`config.mk`:
```
export PLATFORM = sky130hd
export DESIGN_NAME = alu_ctrl_flat
export DESIGN_NICKNAME = d
export VERILOG_FILES = /design/src/rtl/alu_ctrl_if.sv /design/src/rtl/alu_ctrl.sv /design/src/flat_wrapper.sv
export SDC_FILE = /design/constraint.sdc
export NUM_CORES = 1
export LEC_CHECK = 0
export ABC_AREA = 1
export BUFFER_PORTS_ARGS = -buffer_cell sky130_fd_sc_hd__buf_2
export CORE_AREA = 4 4 179 181
export DETAILED_ROUTE_END_ITERATION = 10
export DIE_AREA = 0 0 183 185
export GPL_TIMING_DRIVEN = 0
export PLACE_DENSITY_LB_ADDON = 0.15
export SLEW_MARGIN = 20
export SYNTH_ARGS = -nofsm -noshare
export SYNTH_HDL_FRONTEND = slang
export SYNTH_SLANG_ARGS = --single-unit
```
`constraint.sdc`:
```
create_clock -name clk -period 4.5 [get_ports clk]
set_clock_uncertainty 0.2 [all_clocks]
set_input_delay 0.675 -clock clk [delete_from_list [all_inputs] [get_ports clk]]
set_output_delay 0.675 -clock clk [all_outputs]
set_load 0.005 [all_outputs]
```
`src/rtl/alu_ctrl_if.sv`:
```
// alu_ctrl_if: request/response channel bundle for the ALU sequencing front-end.
// master = instruction issuer / result consumer, slave = alu_ctrl.
interface alu_ctrl_if;
    // request channel
    logic        req_valid;
    logic        req_ready;
    logic [2:0]  req_cls;
    logic [3:0]  req_fn;
    logic [63:0] req_rs1;
    logic [63:0] req_rs2;
    logic [63:0] req_imm;
    // response channel
    logic        rsp_valid;
    logic        rsp_ready;
    logic [63:0] rsp_result;
    logic        rsp_wb_en;
    logic        rsp_taken;
    logic        rsp_illegal;
    logic        rsp_div0;

    modport master (
        output req_valid, req_cls, req_fn, req_rs1, req_rs2, req_imm,
        input  req_ready,
        input  rsp_valid, rsp_result, rsp_wb_en, rsp_taken, rsp_illegal, rsp_div0,
        output rsp_ready
    );

    modport slave (
        input  req_valid, req_cls, req_fn, req_rs1, req_rs2, req_imm,
        output req_ready,
        output rsp_valid, rsp_result, rsp_wb_en, rsp_taken, rsp_illegal, rsp_div0,
        input  rsp_ready
    );
endinterface

```
`src/rtl/alu_ctrl.sv`:
```
// alu_ctrl: sequencing front-end for the 64-bit combinational ALU.
// Accepts a decoded instruction, drives ALU A/B/op (held across the multicycle
// window for mul/div), captures ALUOut/zero_flag, resolves CBZ/CBNZ and returns
// the result on a valid/ready response channel.
// Optional feature: define ALU_CTRL_DIV0_CHK_EN to intercept divide-by-zero
// (op 1111 with B == 0) without driving the ALU.
module alu_ctrl #(
    parameter int unsigned MULDIV_WAIT = 3   // legal range 1..15
) (
    input  logic        clk,
    input  logic        rst_n,
    alu_ctrl_if.slave   bus,
    output logic [63:0] alu_a,
    output logic [63:0] alu_b,
    output logic [3:0]  alu_op,
    input  logic [63:0] alu_result,
    input  logic        alu_zero
);

    typedef enum logic [1:0] {IDLE, EXEC, WAIT, RESP} state_t;
    typedef enum logic [1:0] {BR_NONE, BR_CBZ, BR_CBNZ} br_t;

    // Everything the ALU needs for one instruction, captured on accept.
    typedef struct packed {
        logic [63:0] a;
        logic [63:0] b;
        logic [3:0]  op;
        logic        wb;
        br_t         br;
        logic        muldiv;
    } issue_t;

    typedef struct packed {
        logic [63:0] result;
        logic        wb_en;
        logic        taken;
        logic        illegal;
    } rsp_t;

    localparam logic [3:0] OP_ADD    = 4'b0000;
    localparam logic [3:0] OP_PASS_B = 4'b1010;
    localparam logic [3:0] OP_PASS_A = 4'b1011;
    localparam logic [3:0] OP_MUL    = 4'b1110;
    localparam logic [3:0] OP_DIV    = 4'b1111;

    // A single-cycle hold means mul/div leaves EXEC directly like any other op.
    localparam bit         HAS_WAIT  = (MULDIV_WAIT > 1);
    localparam logic [3:0] WAIT_LAST = 4'(MULDIV_WAIT - 32'd1);

    state_t     state_q, state_d;
    logic       init_q, init_d;
    issue_t     iss_q, iss_d;
    rsp_t       rsp_q, rsp_d;
    logic [3:0] cnt_q, cnt_d;
`ifdef ALU_CTRL_DIV0_CHK_EN
    logic       div0_q, div0_d;
`endif

    issue_t dec;
    logic   dec_legal;
    logic   dec_div0;
    logic   accept;
    rsp_t   rsp_cap;

    // Decode the incoming request into ALU operands, op-code and response attributes.
    always_comb begin
        // NOTE: every variable gets a default before the case so no path can infer a latch.
        dec       = '0;
        dec_legal = 1'b1;
        case (bus.req_cls)
            3'b000: begin dec.op = bus.req_fn; dec.a = bus.req_rs1; dec.b = bus.req_rs2; dec.wb = 1'b1; end
            3'b001: begin dec.op = bus.req_fn; dec.a = bus.req_rs1; dec.b = bus.req_imm; dec.wb = 1'b1; end
            3'b010: begin dec.op = OP_ADD;     dec.a = bus.req_rs1; dec.b = bus.req_imm; end
            3'b011: begin dec.op = OP_PASS_A;  dec.a = bus.req_rs1; dec.br = BR_CBZ;  end
            3'b100: begin dec.op = OP_PASS_A;  dec.a = bus.req_rs1; dec.br = BR_CBNZ; end
            3'b101: begin dec.op = OP_PASS_B;  dec.b = bus.req_imm; dec.wb = 1'b1; end
            default: dec_legal = 1'b0;
        endcase
        // Only R/I classes can carry a mul/div op-code; the others are fixed.
        dec.muldiv = dec_legal && ((dec.op == OP_MUL) || (dec.op == OP_DIV));
`ifdef ALU_CTRL_DIV0_CHK_EN
        dec_div0 = dec_legal && (dec.op == OP_DIV) && (dec.b == '0);
`else
        dec_div0 = 1'b0;
`endif
    end

    // Handshakes: ready only in IDLE, and not until the first clock after reset.
    assign bus.req_ready = init_q && (state_q == IDLE);
    assign accept        = bus.req_valid && bus.req_ready;

    // Response as it would be captured from the ALU on the final EXEC/WAIT edge.
    always_comb begin
        rsp_cap         = '0;
        rsp_cap.result  = alu_result;
        rsp_cap.wb_en   = iss_q.wb;
        rsp_cap.taken   = (iss_q.br == BR_CBZ)  ?  alu_zero :
                          (iss_q.br == BR_CBNZ) ? !alu_zero : 1'b0;
    end

    // Next-state and register-update logic for the sequencing FSM.
    always_comb begin
        state_d = state_q;
        init_d  = 1'b1;
        iss_d   = iss_q;
        rsp_d   = rsp_q;
        cnt_d   = cnt_q;
`ifdef ALU_CTRL_DIV0_CHK_EN
        div0_d  = div0_q;
`endif
        case (state_q)
            IDLE: begin
                if (accept) begin
                    iss_d = dec;
                    cnt_d = '0;
                    if (!dec_legal) begin
                        state_d       = RESP;
                        rsp_d         = '0;
                        rsp_d.illegal = 1'b1;
                    end else if (dec_div0) begin
                        state_d      = RESP;
                        rsp_d        = '0;
                        rsp_d.result = '1;
                        rsp_d.wb_en  = 1'b1;
`ifdef ALU_CTRL_DIV0_CHK_EN
                        div0_d       = 1'b1;
`endif
                    end else begin
                        state_d = EXEC;
                    end
                end
            end
            EXEC: begin
                if (iss_q.muldiv && HAS_WAIT) begin
                    state_d = WAIT;
                    cnt_d   = 4'd1;
                end else begin
                    state_d = RESP;
                    rsp_d   = rsp_cap;
                end
            end
            WAIT: begin
                if (cnt_q >= WAIT_LAST) begin
                    state_d = RESP;
                    rsp_d   = rsp_cap;
                end else begin
                    cnt_d = cnt_q + 4'd1;
                end
            end
            RESP: begin
                if (bus.rsp_ready) begin
                    state_d = IDLE;
                    rsp_d   = '0;
`ifdef ALU_CTRL_DIV0_CHK_EN
                    div0_d  = 1'b0;
`endif
                end
            end
            default: state_d = IDLE;
        endcase
    end

    // State, issue and response registers; async reset aborts any operation in flight.
    always_ff @(posedge clk or negedge rst_n) begin
        if (!rst_n) begin
            state_q <= IDLE;
            init_q  <= 1'b0;
            iss_q   <= '0;
            rsp_q   <= '0;
            cnt_q   <= '0;
        end else begin
            // NOTE: non-blocking so every flop samples the pre-edge value of its peers.
            state_q <= state_d;
            init_q  <= init_d;
            iss_q   <= iss_d;
            rsp_q   <= rsp_d;
            cnt_q   <= cnt_d;
        end
    end

`ifdef ALU_CTRL_DIV0_CHK_EN
    // Divide-by-zero flag register.
    always_ff @(posedge clk or negedge rst_n) begin
        if (!rst_n) div0_q <= 1'b0;
        else        div0_q <= div0_d;
    end
    assign bus.rsp_div0 = div0_q;
`else
    assign bus.rsp_div0 = 1'b0;
`endif

    assign bus.rsp_valid   = (state_q == RESP);
    assign bus.rsp_result  = rsp_q.result;
    assign bus.rsp_wb_en   = rsp_q.wb_en;
    assign bus.rsp_taken   = rsp_q.taken;
    assign bus.rsp_illegal = rsp_q.illegal;

    // ALU inputs carry the held operands only while executing; zero otherwise.
    always_comb begin
        alu_a  = '0;
        alu_b  = '0;
        alu_op = '0;
        if ((state_q == EXEC) || (state_q == WAIT)) begin
            alu_a  = iss_q.a;
            alu_b  = iss_q.b;
            alu_op = iss_q.op;
        end
    end

endmodule

```
`src/flat_wrapper.sv`:
```
// flat-port wrapper written by rule: the top's interface ports become plain ports
module alu_ctrl_flat 
#(
    parameter int unsigned MULDIV_WAIT = 3                       
)
  (clk, rst_n, alu_a, alu_b, alu_op, alu_result, alu_zero, bus_req_valid, bus_req_cls, bus_req_fn, bus_req_rs1, bus_req_rs2, bus_req_imm, bus_req_ready, bus_rsp_valid, bus_rsp_result, bus_rsp_wb_en, bus_rsp_taken, bus_rsp_illegal, bus_rsp_div0, bus_rsp_ready);
  alu_ctrl_if bus_i ();
  input  logic clk;
  input  logic rst_n;
  output logic [63:0] alu_a;
  output logic [63:0] alu_b;
  output logic [3:0] alu_op;
  input  logic [63:0] alu_result;
  input  logic alu_zero;
  input wire logic [$bits(bus_i.req_valid)-1:0] bus_req_valid;
  input wire logic [$bits(bus_i.req_cls)-1:0] bus_req_cls;
  input wire logic [$bits(bus_i.req_fn)-1:0] bus_req_fn;
  input wire logic [$bits(bus_i.req_rs1)-1:0] bus_req_rs1;
  input wire logic [$bits(bus_i.req_rs2)-1:0] bus_req_rs2;
  input wire logic [$bits(bus_i.req_imm)-1:0] bus_req_imm;
  output wire logic [$bits(bus_i.req_ready)-1:0] bus_req_ready;
  output wire logic [$bits(bus_i.rsp_valid)-1:0] bus_rsp_valid;
  output wire logic [$bits(bus_i.rsp_result)-1:0] bus_rsp_result;
  output wire logic [$bits(bus_i.rsp_wb_en)-1:0] bus_rsp_wb_en;
  output wire logic [$bits(bus_i.rsp_taken)-1:0] bus_rsp_taken;
  output wire logic [$bits(bus_i.rsp_illegal)-1:0] bus_rsp_illegal;
  output wire logic [$bits(bus_i.rsp_div0)-1:0] bus_rsp_div0;
  input wire logic [$bits(bus_i.rsp_ready)-1:0] bus_rsp_ready;
  assign bus_i.req_valid = bus_req_valid;
  assign bus_i.req_cls = bus_req_cls;
  assign bus_i.req_fn = bus_req_fn;
  assign bus_i.req_rs1 = bus_req_rs1;
  assign bus_i.req_rs2 = bus_req_rs2;
  assign bus_i.req_imm = bus_req_imm;
  assign bus_req_ready = bus_i.req_ready;
  assign bus_rsp_valid = bus_i.rsp_valid;
  assign bus_rsp_result = bus_i.rsp_result;
  assign bus_rsp_wb_en = bus_i.rsp_wb_en;
  assign bus_rsp_taken = bus_i.rsp_taken;
  assign bus_rsp_illegal = bus_i.rsp_illegal;
  assign bus_rsp_div0 = bus_i.rsp_div0;
  assign bus_i.rsp_ready = bus_rsp_ready;
  alu_ctrl #(.MULDIV_WAIT(MULDIV_WAIT)) u_core (.clk(clk), .rst_n(rst_n), .bus(bus_i), .alu_a(alu_a), .alu_b(alu_b), .alu_op(alu_op), .alu_result(alu_result), .alu_zero(alu_zero));
endmodule
```
After elaboration in Yosys (flattened, before gate mapping). Index checks and enable logic that the tools add are counted.

Input bits: 268. Bits in registers: 210. Output and inout port bits: 202.

Muxes and demuxes: 27. Add/sub/neg operators: 1. $lt $le $gt $ge: 1. Equality and inequality tests: 19. Reductions and logical operators: 19.

Operators by type and width (number): $mux 67 (5); $pmux 67 s4 (1); $mux 64 (3); $pmux 64 s2 (1); $pmux 4 s3 (2); $mux 4 (4); $eq 4x4->1 const B (2); $mux 2 (4); $ne 2x1->1 const B (4); $pmux 2 s4 (1); $eq 2x2->1 const B (3); $eq 3x2->1 const B (2); $eq 3x3->1 const B (2); $ne 2x2->1 const B (3); $reduce_or 3->1 (2); $reduce_or 6->1 (1); $mux 1 (5); $reduce_and 5->1 (1); $reduce_or 5->1 (1); $add 4x1->4 const B (1); $eq 2x1->1 const B (2); $ge 4x2->1 const B (1); $pmux 2 s2 (1); $reduce_and 4->1 (1); 10 further kinds (14).

Depth between registers and ports, before layout. Gate-level depths: netlist of the first run.

Depth after elaboration: 6. Depth in mapped cells: 10.

Least setup slack after synthesis of the first run. No wires, ideal clock.

Path kind: reg2out. From: register u_core.state_q[0]. To: output alu_a[19]. Required time: 3.625 ns. Setup slack: 2.134 ns. Arrival: 1.491 ns. Cell stages (with the launch flop): 8. Cells stage by stage: dfrtp_1 -> inv_1 -> ha_1 -> buf_2 -> clkbuf_1 -> buf_2 -> nand2_1 -> inv_1.

Word-level cells in the longest chain between the ends: 3.

RTL lines: from (decl) (RTL line alu_ctrl.sv:50) `state_t state_q, state_d;`; from (signal assigned) (RTL line alu_ctrl.sv:173) `state_q <= state_d;`; $eq 2x1->1 / $eq 2x2->1 (equally long branches) (RTL line alu_ctrl.sv:203) `if ((state_q == EXEC) || (state_q == WAIT)) begin`; $logic_or 1x1->1 * (RTL line alu_ctrl.sv:203); $mux 64 * (RTL line alu_ctrl.sv:203); to (decl) (RTL line flat_wrapper.sv:10) `output logic [63:0] alu_a;`.

Every way passes the cells marked *; elsewhere a longest branch is shown, timed or not.

Final worst setup path of the first run.
From: register u_core.state_q[0]. To: output alu_b[3].

Word-level cells in the longest chain between the ends: 3.

RTL lines: $eq 2x1->1 / $eq 2x2->1 (equally long branches) (RTL line alu_ctrl.sv:203); $logic_or 1x1->1 * (RTL line alu_ctrl.sv:203); $mux 64 * (RTL line alu_ctrl.sv:203); to (decl) (RTL line flat_wrapper.sv:11) `output logic [63:0] alu_b;`.

Marks and branches as above.

==> out/qor.yml, run 1 <==
root_buffer: "clkbuf_16"
cts.path.max_buffers: 3
vias_per_cell: 4.72
yosysWarnings: 0
layout_min_cycle_time_ps: 4010
die_area_um2: 33900
clk_pin_slew_ps: 60
p_int_mw: 5.44
synthAdderAreaFrac: 0.00783
syn-cell-area_um2: 11200
cp-start-kind: "register"
synthCells: 1612
area_growth_pct: 32.9
coreArea_um2: 30400
cts_made_buffers: 25
antenna_found_initial: 6
fin_util: 0.489
dpl.cell_count: 2477
grt_pass1_wl_um: 61300
tightest_slew_ps: 892
vias: 11900
p_per_area_nw_per_um2: 640
grt_pass1_vias: 11600
p_comb_frac: 0.475
rows: 64
ant_nets: 0
critPathArrivalTime_ps: 3140
relSlewSlack: 0.405
avgRoutedWirePerCell_um: 15.9
synth.net_count: 1887
synth_top_family_by_area: "simple AND/OR/NAND/NOR gates"
dp_hpwl_um: 30700
hold_viol: 0
maxSlewViolCount: 0
ys_seq_elements: 210
synth-compound-area-share: 0.0102
setup_viol: 0
avgSynthCellArea_um2: 6.94
power.share.switching: 0.428
io_pins: 470
cts-resized-gates: 0
crit_fanout: 10
synth_simple_gate_area_frac: 0.389
routed_wl_um: 40100
numPortBuffers: 467
place_congestion: 0.929
power_frac_seq: 0.324
drtIter0Drc: 659
drive_above_1_share: 0.276
nets: 2384
hp-class: "in -> reg"
drc: 0
cap_viol_max_count: 0
clk_latency_ps: 520
yosysUniqueCellTypes: 24
gr-total-overflow: 0
total_leakage_power_nw: 10.0
fill_cells: 3210
synthMuxAreaShare: 0
synth-seq-area-share: 0.470
clkPwrFrac: 0.201
worst_ir_drop_vdd_mv: 0.239
p_switching_mw: 4.07
rsz0062_at_grt: "false"
start_util: 0.368
p_total_mw: 9.51
cts-htree-levels: 1
first_pass_iters: 6
final_cells: 2526
layout_common_cells: "nand2_1, buf_2, inv_1, dfrtp_1, nand3_1"
endpoint_kind: "output port"
criticalPathCategory: "reg -> out"
cp_data_required_time_ps: 3620
die_w_um: 183
fin_crit_sh: 0.892
layout_commonest_cell: "nand2_1"
grt_max_degree: 92
die_h_um: 185
clock-sinks: 210
track_usage: 0.224
status: "complete, no violations"
timing.hold.ws_ps: 175
synth_xor_area_frac: 0
fmax_mhz: 249
cts_tree: "done"
## metrics by stage
step	worst slack, ps	cell area [um^2]	TNS (ps)
after floorplan	2130	11200	0
after global placement	-1350	14000	-278720
after detailed placement	1020	14100	0
after CTS	422	14900	0
after global routing	333	14900	0
final	487	14900	0
## cell usage after synthesis (all sizes together)
cell    number  share of area
conb         2        0.00067
ha           7         0.0078
o21ai       13         0.0062
inv        215          0.072
or2          2         0.0011
buf         82          0.039
nand4       67          0.037
nand3      199          0.089
nor2        14         0.0051
nand2      762           0.26
a21boi       2         0.0013
o21bai       1        0.00067
clkbuf      33          0.011
o211ai       1        0.00067
o31ai        2         0.0013
dfrtp      210           0.47
## power by group through the flow
stage	registers [mW]	clock network, mW	logic (mW)
global route	3.18	2.03	5.16
CTS	3.08	1.97	4.59
floorplan	3.03	0	2.70
detailed placement	3.09	0	4.57
global placement	3.08	0	4.53
finish	3.08	1.91	4.52
## registers in the layout (all words and copies together), names as in the netlist
register / flops
u_core.state_q: 2
u_core.iss_q: 136
u_core.bus.rsp_wb_en: 1
u_core.cnt_q: 4
u_core.bus.rsp_result: 64
u_core.bus.rsp_illegal: 1
u_core.bus.rsp_taken: 1
u_core.init_q: 1
## layout make-up
type	instances	area (um^2)	share of cell area
antenna	7	17.5	0.00118
buffer	115	563	0.0379
clock buffer	35	693	0.0466
clock inverter	6	65.1	0.00438
inverter	215	807	0.0543
multi-input combinational	1072	4560	0.307
sequential	210	5260	0.353
tap	396	495	0.0333
timing repair buffer	470	2410	0.162
## final timing paths
path / start / to / slack [ps] / depth (start not counted)
max: u_core.state_q[0]$_DFFE_PN0P_ / alu_b[3] / 490 / 8
min in group asynchronous: rst_n / u_core.bus.rsp_result[7]$_DFFE_PN0P_ / 450 / 2
max reg2reg: u_core.state_q[0]$_DFFE_PN0P_ / u_core.iss_q[62]$_DFFE_PN0P_ / 2070 / 8
max in group asynchronous: rst_n / u_core.iss_q[48]$_DFFE_PN0P_ / 2830 / 3
min: bus_req_rs1[62] / u_core.iss_q[134]$_DFFE_PN0P_ / 180 / 3
min reg2reg: u_core.bus.rsp_result[53]$_DFFE_PN0P_ / u_core.bus.rsp_result[53]$_DFFE_PN0P_ / 260 / 2
## critical path: stages, from the launching register on
cell and delay, ps:
dfrtp_1 430, inv_1 120, ha_1 330, buf_2 320, clkbuf_1 710, buf_2 380, nand2_1 110, inv_1 90
buf_2 110
## per-layer routing
| metal | track usage | vias to the layer above | wire [um] |
|---|---|---|---|
| met5 | 0 | - | 28 |
| met1 | 0.288 | 5474 | 16200 |
| met4 | 0.0629 | 6 | 991 |
| met3 | 0.0422 | 66 | 3200 |
| met2 | 0.388 | 465 | 19700 |
| li1 | - | 5913 | - |
## cell families after synthesis
kind of cell | after synthesis
adders and majority gates | 7
DFF | 210
and+or+nand+nor | 1044
other | 2
buffers and inverters | 330
AOI/OAI and AO/OA | 19
## what timing repair did
action                    in CTS  in global routing
hold buffers                   1                  0
setup buffers                  0                  0
hold endpoints to repair      42                  0
Note: power is estimated with default switching activity, not from simulation.
==> run 2: changes to the inputs <==
- ABC_AREA: 1 -> default
- CORE_AREA: 4 4 179 181 -> 4 4 181 183
- DIE_AREA: 0 0 183 185 -> 0 0 185 187
- clock period: 4.5 -> 4.3 ns (I/O delays scaled with it)
==> run 2 against run 1 <==
- flip-flop and latch count unchanged
- largest power group unchanged
- setup slack worse by 110 ps
- power up 1.1%
- die area up 2.2%
- largest cell class unchanged
- area after synthesis down 7.5%
- sequential power up 2%
- sequential share of layout area up 1.8 points
==> out/qor.yml, run 2 <==
status: "complete, no violations"
track_usage: 0.212
synth_ff_type: "dfrtp_1"
gr-total-overflow: 0
cts-htree-levels: 1
synth.most_common_cell: "dfrtp_1"
io_pins: 470
hp-class: "in -> reg"
avgRoutedWirePerCell_um: 19.5
synth_simple_gate_area_frac: 0.148
dp_hpwl_um: 29700
place_congestion: 0.865
p_per_area_nw_per_um2: 679
relSlewSlack: 0.316
tightest_slew_ps: 1030
synth_xor_area_frac: 0
top_register: "u_core.iss_q"
synth_top_cell_by_area: "dfrtp_1"
async_reset_ff_frac: 1.00
first_pass_iters: 4
p_total_mw: 9.62
synth_top_family_by_area: "compound AO/OA/AOI/OAI gates"
setup_tns_ps: 0
synthCells: 1029
drtIter0Drc: 386
vias_per_cell: 4.86
drive_above_1_share: 0.356
crit_fanout: 10
p_int_mw: 6.03
layout_common_cells: "buf_2, dfrtp_1, nand2_1, and2_1, inv_1"
grt_pass1_wl_um: 57800
die_area_um2: 34600
layout_commonest_cell: "buf_2"
grt_pass1_vias: 9897
endpoint_kind: "output port"
cp_data_required_time_ps: 3450
ys_seq_elements: 210
maxSlewViolCount: 0
coreArea_um2: 31200
yosys.area.top_type_share: 0.508
die_w_um: 185
synth_edf_count: 0
avgSynthCellArea_um2: 10.1
timing.hold.ws_ps: 135
drc: 0
place_area_um2: 13300
cts_made_buffers: 26
antenna_found_initial: 12
cp_slowest_cell: "clkbuf_1"
cap_viol_max_count: 0
yosysWarnings: 0
synth-seq-area-share: 0.508
routed_wl_um: 38100
synth-compound-area-share: 0.202
clk_latency_ps: 520
fin_crit_sh: 0.912
synth.net_count: 1304
clkPwrFrac: 0.234
criticalPathCategory: "reg -> out"
p_switching_mw: 3.58
p_comb_frac: 0.439
power_frac_seq: 0.327
slowest_delay_ps: 620
root_buffer: "clkbuf_16"
cp.buffers_inverters: 5
area_growth_pct: 36.8
clock-sinks: 210
layout_min_cycle_time_ps: 3920
critPathArrivalTime_ps: 3080
yosysUniqueCellTypes: 43
fmax_mhz: 255
setup_viol: 0
cp_cell_sequence: "inv_1 -> ha_1 -> buf_2 -> buf_1 -> clkbuf_1 -> and2_1 -> buf_2"
yosys-top-cells-area: "dfrtp_1, and2_1, mux2i_1"
syn-cell-area_um2: 10300
ant_nets: 0
numPortBuffers: 467
rsz0062_at_grt: "false"
stdcell_area_um2: 14200
hold_viol: 0
critPathMostFrequentCell: "buf_2"
vias: 9486
cp-start-kind: "register"
total_leakage_power_nw: 7.62
synth_common_cells: "dfrtp_1, nand2_1, and2_1"
die_h_um: 187
fin_util: 0.453
rows: 65
synthAdderAreaFrac: 0.00846
cts.path.max_buffers: 3
nets: 1802
start_util: 0.331
worst_ir_drop_vdd_mv: 0.249
power.share.switching: 0.373
cts_tree: "done"
synthMuxAreaShare: 0.0682
clk_pin_slew_ps: 60
largest_reg_flops: 136
crit_family: "buffers and inverters"
grt_max_degree: 94
-- run 2: cell types whose count changed after synthesis, sizes merged, moves of 64 or more --
cell and change:
a22oi +64, nand4 -67, nand2 -615, inv -144, a22o +64, and2 +135, mux2i +66, nand3 -195
-- run 2: cell families after synthesis --
| family | count (synthesis) |
|---|---|
| buffers and inverters | 159 |
| adders and majority gates | 7 |
| other | 2 |
| and+or+nand+nor | 305 |
| AOI/OAI and AO/OA | 276 |
| muxes | 70 |
| DFF | 210 |
-- run 2: power by group through the flow --
stage          Sequential [mW]  Clock (mW)  Combinational (mW)
2_1_floorplan             3.11           0                2.49
3_3_place_gp              3.15           0                4.29
3_5_place_dp              3.17           0                4.32
4_1_cts                   3.14        2.30                4.34
5_1_grt                   3.24        2.39                4.75
6_report                  3.15        2.25                4.23
-- run 2: worst paths after layout --
kind | cells after the start | endpoint | slack [ps] | start
worst min register to register | 2 | u_core.iss_q[47]$_DFFE_PN0P_ | 270 | u_core.iss_q[47]$_DFFE_PN0P_
worst min-delay path | 2 | u_core.iss_q[96]$_DFFE_PN0P_ | 130 | bus_req_rs1[24]
max in group asynchronous | 4 | u_core.bus.rsp_result[39]$_DFFE_PN0P_ | 2340 | rst_n
worst max register to register | 7 | u_core.bus.rsp_result[52]$_DFFE_PN0P_ | 1500 | u_core.state_q[0]$_DFFE_PN0P_
worst max-delay path | 7 | alu_op[3] | 380 | u_core.state_q[0]$_DFFE_PN0P_
min in group asynchronous | 2 | u_core.iss_q[12]$_DFFE_PN0P_ | 360 | rst_n
-- run 2: through the flow --
stage                     cells  setup slack (ps)
final                      1951               377
after detailed placement   1900               841
after global placement     1898             -1530
after CTS                  1947               253
after global routing       1951               112
after floorplan            1029              1820
-- run 2: layout make-up --
| type | count | area (um^2) |
|---|---|---|
| inverter | 71 | 267 |
| clock buffer | 39 | 801 |
| buffer | 88 | 407 |
| sequential | 210 | 5260 |
| clock inverter | 7 | 85.1 |
| tap | 402 | 503 |
| fill | 3152 | 17100 |
| multi-input combinational | 660 | 4420 |
| timing repair buffer | 470 | 2410 |
| antenna | 4 | 10.0 |
-- run 2: timing repair --
item / CTS / global route
buffers inserted: 0 / 0
endpoints found under the hold margin: 31 / 0
hold buffers: 1 / 0
resized for setup: 0 / 0
-- run 2: metal layers --
metal / vias to the layer above / part of all wire / global-route usage
met1: 4521 / 0.40 / 0.258
met3: 57 / 0.086 / 0.0601
li1: 4541 / - / -
met4: 12 / 0.024 / 0.0534
met5: - / 0.0018 / 0
met2: 355 / 0.48 / 0.370
-- run 2: worst reg2reg max path, cell delays in order (launching register included) --
cell and delay, ps:
dfrtp_1 420, inv_1 110, ha_1 290, buf_2 270, buf_1 460, clkbuf_1 620, nand2_1 130, mux2i_1 190
